**src/rtl/fetch_ctrl.sv**
```systemverilog
// fetch_ctrl: instruction-fetch handshake FSM driving PC/IF-ID enables, bubbles and ack timeout.
// Optional feature macro FETCH_CTRL_PERF_EN adds stall_cnt_o (flush/stall cycle counter).
module fetch_ctrl #(
  parameter int unsigned ACK_TIMEOUT = 16
) (
  input  logic        clk_i,
  input  logic        rst_ni,
  input  logic        stall_i,
  input  logic        PC_sel_i,
  input  logic        imem_ack_i,
  output logic        imem_req_o,
  output logic        pc_en_o,
  output logic        ifid_en_o,
  output logic        ifid_flush_o,
`ifdef FETCH_CTRL_PERF_EN
  output logic        timeout_o,
  output logic [31:0] stall_cnt_o
`else
  output logic        timeout_o
`endif
);

  typedef enum logic [1:0] {
    HOLD     = 2'd0,
    FETCH    = 2'd1,
    WAIT_ACK = 2'd2,
    KILL     = 2'd3
  } state_e;

  // Pulse fires on the WAIT_ACK cycle in which the timer would reach ACK_TIMEOUT.
  localparam logic [4:0] TIMEOUT_M1 = 5'(ACK_TIMEOUT - 1);

  state_e     state_q, state_d;
  logic [4:0] timer_q, timer_d;

  // State and timer registers.
  always_ff @(posedge clk_i or negedge rst_ni) begin
    if (!rst_ni) begin
      state_q <= HOLD;
      timer_q <= 5'd0;
    end else begin
      state_q <= state_d;
      timer_q <= timer_d;
    end
  end

  // Next-state and combinational output decode.
  always_comb begin
    state_d      = state_q;
    timer_d      = timer_q;
    imem_req_o   = 1'b0;
    pc_en_o      = 1'b0;
    ifid_en_o    = 1'b0;
    ifid_flush_o = 1'b0;
    timeout_o    = 1'b0;
    case (state_q)
      HOLD: begin
        ifid_flush_o = 1'b1;
        state_d      = FETCH;
      end
      FETCH, WAIT_ACK: begin
        imem_req_o = PC_sel_i | ~stall_i;
        if (PC_sel_i) begin
          pc_en_o      = 1'b1;
          ifid_en_o    = 1'b1;
          ifid_flush_o = 1'b1;
          // A request still outstanding from WAIT_ACK must have its stale response drained.
          if (imem_ack_i || (state_q == FETCH)) begin
            state_d = FETCH;
          end else begin
            state_d = KILL;
          end
        end else if (stall_i) begin
          state_d = FETCH;
        end else if (imem_ack_i) begin
          pc_en_o   = 1'b1;
          ifid_en_o = 1'b1;
          state_d   = FETCH;
        end else begin
          ifid_en_o    = 1'b1;
          ifid_flush_o = 1'b1;
          if (state_q == FETCH) begin
            state_d = WAIT_ACK;
            timer_d = 5'd0;
          end else if (timer_q == TIMEOUT_M1) begin
            timeout_o = 1'b1;
            state_d   = FETCH;
          end else begin
            state_d = WAIT_ACK;
            if (timer_q != 5'h1F) begin
              timer_d = timer_q + 5'd1;
            end else begin
              timer_d = timer_q;
            end
          end
        end
      end
      KILL: begin
        ifid_en_o    = 1'b1;
        ifid_flush_o = 1'b1;
        if (imem_ack_i) begin
          state_d = FETCH;
        end else begin
          state_d = KILL;
        end
      end
      default: begin
        state_d = HOLD;
      end
    endcase
  end

`ifdef FETCH_CTRL_PERF_EN
  logic [31:0] stall_cnt_q;

  // Counts bubble/flush and stall cycles, wrapping naturally at 32 bits.
  always_ff @(posedge clk_i or negedge rst_ni) begin
    if (!rst_ni) begin
      stall_cnt_q <= 32'd0;
    end else if (ifid_flush_o || stall_i) begin
      stall_cnt_q <= stall_cnt_q + 32'd1;
    end else begin
      stall_cnt_q <= stall_cnt_q;
    end
  end

  assign stall_cnt_o = stall_cnt_q;
`else
`endif

endmodule

```
**config.mk**
```make
export PLATFORM = sky130hd
export DESIGN_NAME = fetch_ctrl
export DESIGN_NICKNAME = d
export VERILOG_FILES = /design/src/rtl/fetch_ctrl.sv
export SDC_FILE = /design/constraint.sdc
export NUM_CORES = 1
export LEC_CHECK = 0
export BUFFER_PORTS_ARGS = -buffer_cell sky130_fd_sc_hd__buf_2
export CORE_AREA = 8 8 45 47
export CTS_CLUSTER_DIAMETER = 150
export DETAILED_ROUTE_END_ITERATION = 7
export DIE_AREA = 0 0 53 55
export PLACE_DENSITY = 0.69
export SLEW_MARGIN = 20
export SYNTH_ARGS = -nofsm -noshare
export SYNTH_HDL_FRONTEND = slang
export SYNTH_SLANG_ARGS = --single-unit
```
**constraint.sdc**
```tcl
create_clock -name clk_i -period 2.16 [get_ports clk_i]
set_clock_uncertainty 0.1 [all_clocks]
set_input_delay 0.432 -clock clk_i [delete_from_list [all_inputs] [get_ports clk_i]]
set_output_delay 0.432 -clock clk_i [all_outputs]
set_load 0.01 [all_outputs]
```
# After elaboration in Yosys (flattened, before gate mapping)
# Cells that the tools add are included.
# op_classes
n_addsub	1
eq_ne	6
muxes	29
bitwise_logic	4
n_reduce_logical	6
# op_table
operator	count
two-way mux 1 bit	16
two-way mux 5 bit	3
two-way mux 2 bit	7
case mux 2 bit (3 select lines)	1
AND reduction 6 bit	1
adder 5 x 1 -> 5 bit (second input constant)	1
== test 5 x 4 -> 1 bit (second input constant)	1
inequality test 5 bit (second input constant)	1
== test 2 bit (second input constant)	2
case mux 1 bit (2 select lines)	2
OR reduction 2 bit	2
NOT 1 bit	3
== test 2 x 1 -> 1 bit (second input constant)	1
logical NOT 2 bit	1
inequality test 2 bit (second input constant)	1
nonzero test 2 bit	1
logical OR 1 bit	1
bitwise OR 1 bit	1
# totals
register_bits	7
inputBits	5
out_inout_bits	5
elab_cells	48

# Logic depth before layout (Yosys ltp)
# depth
word_depth	7
depth_mapped	8
ltp_nobuf	6

# Least setup slack after synthesis
# OpenSTA, ideal clock, no wires.
# synth_path
kind	register -> register
from	register timer_q[0]
to	register timer_q[2]
setup_ps	104
t_arrival_ps	1928
required_ps	1956
slack_ps	28
stages_incl_launch_ff	9
n_path_buf	2
synth_period_minus_slack_ps	2132
cell_sequence	dfrtp_1 ha_1 and3_1 ha_1 nor2b_1 clkbuf_1 or3_1 buf_2 o311ai_1
# synth_via
elab_chain_len	4
elab_cells_between_ends	9
cone_classes	add/sub: 1; eq/ne: 3; mux: 3; reduce/logical: 2
# synth_rtl
item	line	text
from (decl)	34	logic [4:0] timer_q, timer_d;
from (signal assigned)	43	timer_q <= timer_d;
adder 5 x 1 -> 5 bit	91	timer_d = timer_q + 5'd1;
two-way mux 5 bit	90	if (timer_q != 5'h1F) begin
two-way mux 5 bit	85	end else if (timer_q == TIMEOUT_M1) begin
two-way mux 5 bit	82	if (state_q == FETCH) begin
# Several ways; a longest one is shown, not always the timed one. The select of a mux whose other input is x is not followed.
# A chain may end at the register's enable or synchronous reset.

# Final worst setup path
# layout_path
from	register timer_q[1]
to	output timeout_o
# layout_via
elab_chain_len	7
# layout_rtl
item	line	text
== test 5 x 4 -> 1 bit	85	
two-way mux 1 bit	85	
two-way mux 1 bit	82	
two-way mux 1 bit	75	end else if (imem_ack_i) begin
two-way mux 1 bit	73	end else if (stall_i) begin
two-way mux 1 bit	63	if (PC_sel_i) begin
two-way mux 1 bit	56	case (state_q)
to (decl)	19	output logic timeout_o
# Every way passes these cells.

==> results.md <==
- TritonCTS buffer count: 3
- Initial antenna violation count: 0
- Critical R2R Launch: timer_q[1]
- Mapped cell area: approximately 560 sq um
- Post-DP HPWL: a little under 1 mm
- Worst R2R Setup Slack: 0.13 ns
- Cell variety after synth: 23
- Nature of the critical path endpoint: primary output
- Via count: ~540
- Detailed-route wire length per cell: around 14 um
- Longest Clk Path Bufs: 2
- Crit path kind: reg -> out
- Final Max Slew Viols: 0
- I/O pin count: 10
- Root Buffer Master: clkbuf_4
- Clk pin slew, worst setup/hold paths: approximately 0.06 ns
- Full die area: 2920 sq um
- Max Cap Viol: 0
- Leakage: between 0.3 and 0.4 nW
- Vias in the first global route: around 530
- Worst hold path class: in -> reg
- Detail Route Antenna Nets: 0
- Post-synthesis cell count: 64
- Port Buf Inserts: 9
- Final WL: 1.41 mm
- Clk Latency, worst-skew pair: between 0.2 and 0.3 ns
- RSZ-0062 raised after global routing: true
- Clock Sink Count: 7
- Die Y: 55 um
- Synth Warn #: 0
- Status: finished clean
- Worst Hold Launch: PC_sel_i
- Core Rows: 14
- # placed instances: 90
- Worst hold stages: 3
- Worst-Margin Slew: roughly 0.23 ns
- Seq/Total Area, Yosys: 0.313
- Layout cell share with drive strength beyond 1: 0.354
- Htree depth: 1
- Worst Path Max Fanout: 3
- Endpoints failing setup: 0
- Hold EP: state_q[0]
- Slew HR: 0.846
- CP Launch Type: flop
- Tmin final: about 2.1 ns
- First-pass GRT wire length: about 2.1 mm
- Nets@finish: 94
- Fin crit share: 0.982
- Starting DRC count in detailed routing: 5
- Placer Congestion: ~0.77
- Horiz. Die Dim: about 53 um
- #FFs+latches synth: 7
- Post-DR vias/cell: about 5.5
- Pwr Total: a little over 0.0009 W
- FF-to-FF End: timer_q[2]
- Layout area overhead: 35.1%
- Total grt overflow: 0
- CORE AREA: between 1000 and 1500 sq um
- Global-route usage over all layers: 0.0998
- Drt drc: 0
- Initial Util: 0.404
- TritonCTS clock tree: done
- Non-Filler Instances: 98
- Crit path required time: about 1.6 ns
- FF-to-FF path depth: 7
- Fillers: 124
- Syn Nets: 75
- 1st-pass router iterations: 2
- WP data arrival: roughly 1.6 ns
- Final count of hold timing violations: 0
- Syn avg cell area: slightly below 9 sq um
- # diodes: 0
- Power Density: between 1000 and 1500 nW/um^2
- Peak supply drop: 0.570 mV
- Largest net degree at the start of global routing: 11
- Achievable clock frequency: around 0.47 GHz
[how the worst max path moves through the flow]
| stage | start | to | slack, ns | cells after the start |
|---|---|---|---|---|
| after CTS | timer_q[0] | timeout_o | 0.004 | 6 |
| final | timer_q[1] | timeout_o | 0.04 | 6 |
| after global placement | timer_q[0] | timer_q[2] | 0.13 | 6 |
| after detailed placement | timer_q[0] | timer_q[2] | 0.09 | 6 |
| after global routing | state_q[1] | timeout_o | -0.02 | 5 |
| after floorplan | timer_q[0] | timer_q[2] | 0.03 | 8 |
[worst max-delay path, stage by stage (launching register included)]
cell and delay, ns:
dfrtp_1 0.36, ha_2 0.18, and3_4 0.19, ha_4 0.11, nor2b_4 0.14, nor4b_4 0.18
buf_2 0.16
[cell type report]
| cell class | instances | area, sq um | share of cell area |
|---|---|---|---|
| multi-input cells | 46 | 389 | 0.515 |
| flip-flops and latches | 7 | 175 | 0.232 |
| repair buffers | 19 | 123 | 0.162 |
| clock buffers | 4 | 26.3 | 0.0348 |
| inverters | 6 | 22.5 | 0.0298 |
| well taps | 16 | 20.0 | 0.0265 |
[synthesized netlist by cell type, drive strengths merged]
cell	count	area, sq um
or3	4	25.0
o311ai	2	17.5
dfrtp	7	175
o21ai	1	5.00
nand2	3	11.3
inv	6	22.5
clkbuf	3	11.3
o31ai	6	45.0
o211ai	3	22.5
nor4b	1	8.76
and3	1	6.26
or2	2	12.5
buf	2	16.3
a21oi	2	10.0
nand3b	4	30.0
ha	6	75.1
nor2	3	11.3
nand2b	4	25.0
nand4b	1	8.76
nor2b	2	12.5
a21o	1	7.51
[cells in the final DEF, fill, tap and decap left out]
cell type / netlist / layout
a21o_1: 1 / 1
nor2b_1: 2 / 1
or3_4: 0 / 1
nor4b_4: 0 / 1
dfrtp_1: 7 / 7
or2_2: 1 / 1
ha_1: 6 / 4
and3_4: 0 / 1
o211ai_1: 3 / 3
dlygate4sd3_1: 0 / 1
nand4b_1: 1 / 1
nor2b_4: 0 / 1
nand2b_1: 4 / 3
buf_4: 0 / 9
inv_1: 6 / 6
ha_4: 0 / 1
nand3b_1: 4 / 4
a21oi_1: 2 / 2
ha_2: 0 / 1
buf_2: 1 / 9
o311ai_1: 2 / 2
clkbuf_1: 3 / 1
nand2b_4: 0 / 1
nand2_1: 3 / 3
or2_1: 1 / 1
nor2_1: 3 / 3
or3_1: 4 / 3
clkbuf_4: 0 / 3
o31ai_1: 6 / 6
o21ai_1: 0 / 1
[per-layer routing]
layer,vias up,GRT usage,share of wire
met5,-,0,0
met4,0,0.0905,0.027
met3,4,0.0160,0.023
met2,10,0.162,0.52
met1,259,0.111,0.43
li1,264,-,-
[through the flow]
stage | setup slack [ns] | hold WS, ns | area, sq um | utilization | setup TNS, ns
detailed placement | 0.0881 | 0.177 | 642 | 0.464 | 0
floorplan | 0.0280 | 0.0364 | 559 | - | 0
global placement | 0.127 | 0.177 | 642 | 0.464 | 0
CTS | 0.00354 | 0.351 | 707 | 0.511 | 0
finish | 0.0397 | 0.368 | 756 | 0.546 | 0
global route | -0.0208 | 0.421 | 756 | 0.546 | -0.0208
[repair_timing]
| action | CTS | global route |
|---|---|---|
| buffers inserted | 1 | 2 |
| cloned | 0 | 0 |
| endpoints found under the hold margin | 7 | 0 |
| endpoints found under the setup margin | 1 | 3 |
| hold buffers | 1 | 0 |
| pin swaps | 0 | 1 |
| gates resized for setup | 5 | 6 |
[cells by family (layout without fill, tap and decap cells)]
logic type / count (synthesis) / count (layout) / synth area share
AOI/OAI and AO/OA: 15 / 15 / 0.192
adders and majority gates: 6 / 6 / 0.134
buffers and inverters: 11 / 29 / 0.0895
DFF: 7 / 7 / 0.313
and+or+nand+nor: 25 / 25 / 0.271
[where the power goes]
| group | switching (W) | total [W] | internal [W] |
|---|---|---|---|
| Sequential | 0.0000567 | 0.000248 | 0.000191 |
| Clock | 0.0000561 | 0.000127 | 0.0000710 |
| Combinational | 0.000281 | 0.000547 | 0.000266 |
| Total | 0.000394 | 0.000922 | 0.000528 |
[flip-flops by register name, indices dropped and copies added (netlist names)]
signal	cells
state_q	2
timer_q	5
(Power assumes the default switching activity.)
